===== src/rtl/lfsr_step_sched.sv =====
// lfsr_step_sched: 5-bit Fibonacci LFSR with a rate divider and an
// IDLE/RUN/PAUSE control FSM for the modulation random-bit source.
//
// Ports:
//   clk, reset        rising-edge clock, synchronous active-high reset
//   start, stop       level controls (stop wins over start)
//   step_req          single step, honoured in IDLE and PAUSE
//   div_val           step interval minus 1, sampled live
//   lfsr_q, rand_bit  LFSR state and its bit 0
//   step_pulse        one cycle high when a new lfsr_q appears
//   seq_wrap          with the step that closes a 31-step period
//   step_count        steps since seed load, modulo 31
//   busy              FSM in RUN
//   lockup_err        sticky all-zero state flag
module lfsr_step_sched #(
  parameter int          DIV_W = 32,
  parameter logic [4:0]  SEED  = 5'b00001
) (
  input  logic             clk,
  input  logic             reset,
  input  logic             start,
  input  logic             stop,
  input  logic             step_req,
  input  logic [DIV_W-1:0] div_val,
  output logic [4:0]       lfsr_q,
  output logic             rand_bit,
  output logic             step_pulse,
  output logic             seq_wrap,
  output logic [4:0]       step_count,
  output logic             busy,
  output logic             lockup_err
);

  typedef enum logic [1:0] {
    IDLE,
    RUN,
    PAUSE
  } state_t;

  state_t           state;
  state_t           state_nxt;
  logic [DIV_W-1:0] cnt;
  logic [DIV_W-1:0] cnt_nxt;
  logic             do_step;
  logic             reseed;
  logic             lock;
  logic [4:0]       lfsr_adv;
  logic [4:0]       cnt_adv;

  assign lfsr_adv = {lfsr_q[0] ^ lfsr_q[2], lfsr_q[4:1]};
  assign lock     = do_step && (lfsr_q == 5'd0);
  assign cnt_adv  = (step_count == 5'd30) ? 5'd0
                                          : step_count + 5'd1;

  always_comb begin
    state_nxt = state;
    cnt_nxt   = cnt;
    do_step   = 1'b0;
    reseed    = 1'b0;
    unique case (state)
      IDLE: begin
        if (stop) begin
          state_nxt = IDLE;
        end else if (start) begin
          state_nxt = RUN;
          cnt_nxt   = '0;
        end else if (step_req) begin
          do_step = 1'b1;
        end
      end
      RUN: begin
        // stop freezes both count and LFSR for a later resume
        if (stop) begin
          state_nxt = PAUSE;
        end else if (cnt >= div_val) begin
          do_step = 1'b1;
          cnt_nxt = '0;
        end else begin
          cnt_nxt = cnt + DIV_W'(1);
        end
      end
      PAUSE: begin
        if (stop) begin
          state_nxt = IDLE;
          reseed    = 1'b1;
          cnt_nxt   = '0;
        end else if (start) begin
          state_nxt = RUN;
        end else if (step_req) begin
          do_step = 1'b1;
        end
      end
      default: begin
        state_nxt = IDLE;
      end
    endcase
  end

  always_ff @(posedge clk) begin
    if (reset) begin
      state      <= IDLE;
      cnt        <= '0;
      lfsr_q     <= SEED;
      step_count <= 5'd0;
      step_pulse <= 1'b0;
      seq_wrap   <= 1'b0;
      lockup_err <= 1'b0;
    end else begin
      state      <= state_nxt;
      cnt        <= cnt_nxt;
      step_pulse <= do_step;
      seq_wrap   <= do_step && !lock
                    && (step_count == 5'd30);
      if (reseed) begin
        lfsr_q     <= SEED;
        step_count <= 5'd0;
      end else if (lock) begin
        // all-zero state would stick forever; recover to seed
        lfsr_q     <= SEED;
        step_count <= 5'd0;
        lockup_err <= 1'b1;
      end else if (do_step) begin
        lfsr_q     <= lfsr_adv;
        step_count <= cnt_adv;
      end
    end
  end

  assign rand_bit = lfsr_q[0];
  assign busy     = (state == RUN);

endmodule


===== config.mk =====
export PLATFORM = sky130hd
export DESIGN_NAME = lfsr_step_sched
export DESIGN_NICKNAME = d
export VERILOG_FILES = /design/src/rtl/lfsr_step_sched.sv
export SDC_FILE = /design/constraint.sdc
export NUM_CORES = 1
export LEC_CHECK = 0
export ABC_AREA = 1
export CORE_MARGIN = 1.5
export CORE_UTILIZATION = 45
export CTS_BUF_LIST = sky130_fd_sc_hd__clkbuf_4 sky130_fd_sc_hd__clkbuf_8
export DETAILED_ROUTE_END_ITERATION = 10
export PLACE_DENSITY_LB_ADDON = 0.15
export SKIP_CTS_REPAIR_TIMING = 1
export SLEW_MARGIN = 40
export SYNTH_ARGS = -nofsm -noshare
export SYNTH_HDL_FRONTEND = slang
export SYNTH_SLANG_ARGS = --single-unit

===== constraint.sdc =====
create_clock -name clk -period 6.3 [get_ports clk]
set_input_delay 1.89 -clock clk [delete_from_list [all_inputs] [get_ports clk]]
set_output_delay 1.89 -clock clk [all_outputs]
set_load 0.005 [all_outputs]

After elaboration in Yosys (flattened, before gate mapping). Index checks and enable logic that the tools add are counted.

Memory bits (read-only): 0. RAM bits: 0. Flip-flop bits (word level): 47. Memories kept: 0. Output and inout bits: 15. Word-level logic and storage cells: 52. Latch bits: 0.

Div/mod/pow operators: 0. Shifts and indexed selects: 0. Order comparisons: 1. Multiply operators: 0. $add $sub $neg: 2. Mux-type cells: 19. Equal/unequal tests: 9. Bitwise gates (word level): 2. Reductions and logical operators: 12.

Operator list (count): $mux 32 (5); $pmux 32 s3 (1); $add 32x1->32 const B (1); $ge 32x32->1 (1); $ne 2x2->1 const B (5); $mux 1 (7); $mux 2 (3); $add 5x1->5 const B (1); $eq 5x5->1 const B (1); $logic_not 5->1 (1); $mux 5 (1); $reduce_and 5->1 (1); $pmux 2 s2 (1); $reduce_and 2->1 (2); $logic_and 1x1->1 (3); $ne 3x1->1 const B (1); $reduce_bool 3->1 (1); $reduce_or 3->1 (1); $eq 2x1->1 const B (1); $eq 2x2->1 const B (1); $logic_not 2->1 (1); $pmux 1 s2 (1); $reduce_or 2->1 (1); $logic_not 1->1 (1); 2 further kinds (2).

Depth between registers and ports, before layout. Gate-level depths: netlist of the first run.

Depth in word-level cells: 8. Mapped depth: 20. Mapped depth without buffers: 20.

Worst setup path before layout of the first run. No wires, ideal clock.

Path kind: input -> register. Start point: input div_val[21]. End point: register step_count[1]. Arrival: 3.247 ns. Cell stages on the path: 15. Path buffers: 1. Path slack: 2.935 ns. Cells stage by stage: inv_1 ha_1 a21oi_1 nor2_1 nor2_1 nand3_1 a21oi_1 nand2_1 nand2_1 nand2_2 nand2_1 buf_4 nand2_1 nand2_1 nor2_1.

Longest elaborated chain between the ends: 6.

RTL lines: from (decl) (line 24) `input logic [DIV_W-1:0] div_val,`; $ge 32x32->1 * (line 75) `end else if (cnt >= div_val) begin`; $mux 1 * (line 75); $mux 1 * (line 73) `if (stop) begin`; $pmux 1 s2 * (line 60) `unique case (state)`; $logic_and 1x1->1 (line 51) `assign lock = do_step && (lfsr_q == 5'd0);`; $reduce_or 3->1 (no line); to (signal assigned) (line 124) `step_count <= cnt_adv;`; to (decl) (line 29) `output logic [4:0] step_count,`.

Every way passes the cells marked *; elsewhere a longest branch is shown, timed or not. A chain may end at the register's enable or synchronous reset.

Final worst setup path of the first run.
Start point: input div_val[21]. End point: register step_count[4].

Same word-level chain as after synthesis.

==> flow_metrics.env, run 1 <==
export IMPL_synthFlopType="dfxtp_1"
export IMPL_nNetsFinal=624
export IMPL_area_delta_synth_final_pct=18.6
export IMPL_cp_endpoint="step_count[4]$_SDFFE_PP0P_"
export IMPL_synth_top_area_cell="dfxtp_1"
export IMPL_grt_max_degree=21
export IMPL_dieArea_sq_mm=0.00837
export IMPL_synth_most_common_cell="nand2_1"
export IMPL_die_w_um=91.5
export IMPL_hold_path_class="flip-flop to flip-flop"
export IMPL_insertion_delay_ns=0.30
export IMPL_core_area_sq_mm=0.00765
export IMPL_drive_gt1_share_pct=8.56
export IMPL_post_drt_via_cell_ratio=4.88
export IMPL_htreeDepth=2
export IMPL_synthTopCellsByArea="dfxtp_1 (27%), ha_1 (14%), nand2_1 (11%), inv_1 (8.4%), nor2_1 (5.2%)"
export IMPL_vdd_drop_max_uv=86.2
export IMPL_p_sw_uw=151
export IMPL_first_pass_iters=4
export IMPL_cts_sinks=47
export IMPL_io_pins=52
export IMPL_status="finished, final reports clean"
export IMPL_clkSlewWorstSetupHoldPaths_ns=0.09
export IMPL_synth_edf_count=0
export IMPL_fin_area_sq_mm=0.00418
export IMPL_synth_top_cell_area_share_pct=26.7
export IMPL_p_comb_share_pct=13.7
export IMPL_syn_area_sq_mm=0.00352
export IMPL_yosysWarningCount=0
export IMPL_slew_headroom_pct=48.5
export IMPL_critPathArrivalTime_ns=4.19
export IMPL_root_buffer="clkbuf_8"
export IMPL_dp_hpwl_mm=5.84
export IMPL_finalClockSkew_ns=0.0124
export IMPL_port_buffers=51
export IMPL_startpoint_type="input pin"
export IMPL_yosysUniqueCellTypes=42
export IMPL_post_dp_cell_area_sq_mm=0.00407
export IMPL_yosysSeqAreaShare_pct=26.7
export IMPL_tightest_slew_ns=0.771
export IMPL_vias=3179
export IMPL_cap_violations=0
export IMPL_fmax_mhz=253
export IMPL_fin_util_pct=54.6
export IMPL_power_frac_clock_pct=34.9
export IMPL_yosys_top_cells_count="nand2_1 (105), inv_1 (79), nor2_1 (49), dfxtp_1 (47), ha_1 (39)"
export IMPL_maxSlewViolCount=0
export IMPL_p_seq_share_pct=51.4
export IMPL_rr_worst_depth=14
export IMPL_postSynthCellCount=504
export IMPL_n_fill_cell=738
export IMPL_synth_async_reset_ratio_pct=0
export IMPL_power_internal_uw=438
export IMPL_crit_path_end_kind="flip-flop"
export IMPL_grt_usage_pct=19.2
export IMPL_setup_tns_ns=0
export IMPL_grt_pass1_wl_mm=13.2
export IMPL_initial_utilization_pct=46.1
export IMPL_cp_max_fo=13
export IMPL_ys_ff_latch=47
export IMPL_layout_min_cycle_time_ns=3.96
export IMPL_switching_share_pct=25.6
export IMPL_numCtsBuffers=5
export IMPL_place_gp_congestion=0.856
export IMPL_rsz0062_at_grt="false"
export IMPL_grt_pass1_vias=3022
export IMPL_reg2reg_to="step_count[4]$_SDFFE_PP0P_"
export IMPL_diodes=0
export IMPL_avgSynthCellArea_sq_um=6.99
export IMPL_gr_total_overflow=0
export IMPL_finalHoldViolCount=0
export IMPL_crit_required_ns=6.53
export IMPL_leakage_nw=1.91
export IMPL_antenna_found_initial=0
export IMPL_wl_per_cell_um=11.7
export IMPL_die_height_um=91.5
export IMPL_routed_wl_mm=7.64
export IMPL_r2r_start="cnt[17]$_SDFFE_PP0P_"
export IMPL_setup_worst_path_class="input pin to flip-flop"
export IMPL_clk_path_buf_depth=2
export IMPL_drt_iter0_drc=150
export IMPL_drc_errors=0
export IMPL_cts_tree="yes"
export IMPL_rows=32
export IMPL_rrSetupSlack_ns=3.99
export IMPL_postRouteAntennaNets=0
export IMPL_period_share_pct=62.8
export IMPL_powerDensity_mw_per_mm2=141
export IMPL_finalSetupViolCount=0
export IMPL_crit_start="div_val[21]"
export IMPL_syn_nets=580
## state kept, by name, indices dropped and copies added (netlist names)
register,count
cnt,32
lfsr_q,5
step_count,5
state,2
lockup_err,1
seq_wrap,1
step_pulse,1
## stage by stage
step	hold slack, ns	power (mW)	worst slack [ns]	std cells
2_1_floorplan	0.447	0.355	2.93	504
3_3_place_gp	0.450	0.388	1.95	643
3_5_place_dp	0.454	0.390	1.88	643
4_1_cts	0.468	0.592	2.19	651
5_1_grt	0.509	0.617	1.97	651
6_report	0.464	0.589	2.34	651
## per-layer routing
| layer | GRT usage, % | up-vias | wire length [um] |
|---|---|---|---|
| li1 | - | 1701 | - |
| met1 | 24.5 | 1418 | 3670 |
| met2 | 33.8 | 53 | 3630 |
| met3 | 2.76 | 7 | 275 |
| met4 | 4.69 | 0 | 61 |
| met5 | 0 | - | 0 |
## cell usage in the layout (no fill, tap or decap), types with 5 or more instances in the layout
master and n:
nand2_1 104, inv_1 79, clkdlybuf4s50_1 51, nor2_1 49, dfxtp_1 47, ha_1 39, a21oi_1 36, nand3_1 33
xor2_1 15, o21ai_0 12, nand4_1 9, clkbuf_8 7, nor3_1 6, nand2_2 5, nor2_2 5, inv_2 5
## layout make-up
| cell class | count | area, sq um | area share, % |
|---|---|---|---|
| well taps | 102 | 128 | 3.05 |
| inverters | 85 | 322 | 7.70 |
| multi-input cells | 358 | 2170 | 52.0 |
| clock buffers | 7 | 96.3 | 2.31 |
| flip-flops and latches | 47 | 941 | 22.5 |
| repair buffers | 51 | 510 | 12.2 |
| clock inverters | 1 | 7.51 | 0.180 |
## worst min path at each step
| stage | start | to | slack (ns) | depth (start not counted) |
|---|---|---|---|---|
| after CTS | lockup_err$_SDFFE_PP0P_ | lockup_err$_SDFFE_PP0P_ | 0.47 | 2 |
| final | lockup_err$_SDFFE_PP0P_ | lockup_err$_SDFFE_PP0P_ | 0.46 | 2 |
| after floorplan | lockup_err$_SDFFE_PP0P_ | lockup_err$_SDFFE_PP0P_ | 0.45 | 2 |
| after global routing | lockup_err$_SDFFE_PP0P_ | lockup_err$_SDFFE_PP0P_ | 0.51 | 2 |
| after detailed placement | lockup_err$_SDFFE_PP0P_ | lockup_err$_SDFFE_PP0P_ | 0.45 | 2 |
| after global placement | lockup_err$_SDFFE_PP0P_ | lockup_err$_SDFFE_PP0P_ | 0.45 | 2 |
## kinds of logic after synthesis
kind of cell | Yosys count | synth area share (%)
simple gates | 238 | 33.6
xor+xnor | 19 | 4.72
flops | 47 | 26.7
compound gates | 62 | 9.48
buf+inv | 99 | 11.7
fa+ha+maj | 39 | 13.8
## critical path: stages
cell and delay [ns]:
clkdlybuf4s50_1 0.45, inv_1 0.04, ha_1 0.29, a21oi_1 0.14, nor2_1 0.05, nor2_1 0.09
nand3_1 0.10, a21oi_1 0.24, nand2_1 0.11, nand2_1 0.08, nand2_2 0.15, nand2_1 0.31
nand2_1 0.10, a21oi_1 0.14
## power by group through the flow
stage	sequential (mW)	clock, mW	combinational (mW)
detailed placement	0.309	0	0.0804
CTS	0.302	0.208	0.0810
global placement	0.309	0	0.0784
global route	0.303	0.222	0.0915
finish	0.302	0.206	0.0807
floorplan	0.309	0	0.0458
Power figures use the tool's default switching activity.
==> inputs of run 2 (changes only) <==
- clock period: 6.3 -> 3.4 ns (I/O delays scaled with it)
==> run 2 against run 1 <==
  * Global-route usage about the same
  * Combinational power up 90%
  * Clock skew is 0.0046 ns lower
  * Clock-buffer cell count is 2 lower
  * Clock power rose by 66%
  * Sequential share of layout area is 0.061 points lower
  * Design area increased by 0.27%
  * Core utilization rose by 0.15 points
  * Sequential power grew 85%
  * Hold slack better by 0.0077 ns
  * Critical path type unchanged
  * Largest cell class unchanged
==> flow_metrics.env, run 2 (synthesized netlist as in run 1, its figures left out) <==
export IMPL_gr_usage_met2_pct=34.3
export IMPL_status="finished, final reports clean"
export IMPL_path_cells="clkdlybuf4s50_1 > inv_1 > ha_1 > nand2_1 > nor2_1 > nand2_1 > nor2_1 > nor2_1 > nand2_1 > nand2_1 > nand2_1 > nand2_1 > nand2_2 > nand2_1 > nand2_1 > nand2_1 > inv_1 > nand2_1"
export IMPL_finalSetupViolCount=0
export IMPL_crit_path_end_kind="flip-flop"
export IMPL_diodes=0
export IMPL_largest_register="cnt"
export IMPL_slowest_stage="clkdlybuf4s50_1"
export IMPL_final_cell_mix="nand2_1 (105), inv_1 (79), clkdlybuf4s50_1 (51), nor2_1 (49), dfxtp_1 (47)"
export IMPL_grt_usage_pct=19.2
export IMPL_final_common_cell="nand2_1"
export IMPL_rrSetupSlack_ns=1.16
export IMPL_period_share_pct=87.2
export IMPL_fmax_mhz=337
export IMPL_setup_worst_path_class="input pin to flip-flop"
export IMPL_cp_endpoint="lfsr_q[0]$_SDFFE_PP1P_"
export IMPL_cap_violations=0
export IMPL_drive_gt1_share_pct=9.04
export IMPL_dieArea_sq_mm=0.00837
export IMPL_grt_use_met1_pct=23.9
export IMPL_numCtsBuffers=5
export IMPL_wl_per_cell_um=11.5
export IMPL_setup_tns_ns=0
export IMPL_cts_tree="yes"
export IMPL_grtUsageMet3_pct=2.85
export IMPL_powerDensity_mw_per_mm2=252
export IMPL_finalHoldViolCount=0
export IMPL_vias=3177
export IMPL_pre_cts_slack_ns=0.0912
export IMPL_cp_max_fo=11
export IMPL_cp_slowest_stage_delay_ns=0.46
export IMPL_grt_pass1_wl_mm=13.3
export IMPL_grt_pass1_vias=3040
export IMPL_reg_largest_list="cnt: 32 flops, lfsr_q: 5 flops, step_count: 5 flops"
export IMPL_maxSlewViolCount=0
export IMPL_total_power_mw=1.06
export IMPL_largest_register_ffs=32
export IMPL_port_buffers=51
export IMPL_io_pins=52
export IMPL_routed_wl_mm=7.50
export IMPL_first_pass_iters=4
export IMPL_drc_errors=0
export IMPL_root_buffer="clkbuf_8"
export IMPL_crit_start="div_val[15]"
export IMPL_nNetsFinal=628
export IMPL_rsz0062_at_grt="false"
export IMPL_cts_sinks=47
export IMPL_hold_path_class="flip-flop to flip-flop"
export IMPL_clk_path_buf_depth=2
export IMPL_final_setup_worst_slack_ns=0.434
export IMPL_gr_total_overflow=0
export IMPL_area_delta_synth_final_pct=18.9
export IMPL_antenna_found_initial=0
export IMPL_layout_min_cycle_time_ns=2.97
export IMPL_die_height_um=91.5
export IMPL_crit_required_ns=3.61
export IMPL_clkSlewWorstSetupHoldPaths_ns=0.09
export IMPL_place_gp_congestion=0.873
export IMPL_initial_utilization_pct=46.1
export IMPL_tightest_slew_ns=0.424
export IMPL_worst_hold_slack_ns=0.472
export IMPL_rows=32
export IMPL_r2r_start="state[1]$_SDFFE_PP0P_"
export IMPL_core_area_sq_mm=0.00765
export IMPL_htreeDepth=2
export IMPL_grt_max_degree=18
export IMPL_fin_util_pct=54.8
export IMPL_post_drt_via_cell_ratio=4.85
export IMPL_dp_hpwl_mm=5.88
export IMPL_n_fill_cell=764
export IMPL_busiest_layer="met2"
export IMPL_reg2reg_to="cnt[13]$_SDFFE_PP0P_"
export IMPL_slew_headroom_pct=71.5
export IMPL_insertion_delay_ns=0.30
export IMPL_finalClockSkew_ns=0.00778
export IMPL_postRouteAntennaNets=0
export IMPL_hold_path_startpoint="lockup_err$_SDFFE_PP0P_"
export IMPL_startpoint_type="input pin"
export IMPL_die_w_um=91.5
export IMPL_rr_worst_depth=11
export IMPL_critPathArrivalTime_ns=3.17
export IMPL_vdd_drop_max_uv=142
export IMPL_drt_iter0_drc=189
export IMPL_leakage_nw=1.93
export IMPL_path_common_cell="nand2_1"
[run 2: how the worst min path moves through the flow]
stage | slack (ns) | to | cells past startpoint
CTS | 0.47 | lockup_err$_SDFFE_PP0P_ | 2
detailed placement | 0.46 | lockup_err$_SDFFE_PP0P_ | 2
global placement | 0.45 | lockup_err$_SDFFE_PP0P_ | 2
floorplan | 0.45 | lockup_err$_SDFFE_PP0P_ | 2
finish | 0.47 | lockup_err$_SDFFE_PP0P_ | 2
global route | 0.53 | lockup_err$_SDFFE_PP0P_ | 2
[run 2: final cells by class]
cell class / instances / area, sq um / area share, %
flip-flops and latches: 47 / 941 / 22.5
clock buffers: 5 / 68.8 / 1.64
well taps: 102 / 128 / 3.05
inverters: 85 / 322 / 7.68
multi-input cells: 358 / 2170 / 51.8
repair buffers: 55 / 541 / 12.9
clock inverters: 3 / 18.8 / 0.448
[run 2: per-stage QoR]
step           instances  cell area [sq um]
6_report             655               4190
3_3_place_gp         647               4100
2_1_floorplan        504               3520
5_1_grt              655               4190
4_1_cts              655               4190
3_5_place_dp         647               4100
[run 2: routing by layer]
layer / vias up / wire, um
met2: 53 / 3610
met5: - / 0
met4: 0 / 38
met1: 1409 / 3590
met3: 2 / 264
li1: 1713 / -
[run 2: where the power goes]
group          switching [mW]  internal, mW  total (mW)
sequential            0.00532         0.555       0.560
combinational          0.0780        0.0750       0.153
clock                   0.197         0.145       0.342
total                   0.280         0.775        1.06
[run 2: worst max-delay path, delay by kind of cell]
kind          cells  cell delay (ns)
fa+ha+maj         1             0.28
buf+inv           3             0.55
simple gates     14             1.33
==> inputs of run 3 (changes only) <==
- TNS_END_PERCENT: default -> 30
==> results of run 3 <==
No change in the layout: final DEF, timing and power equal those of run 2.
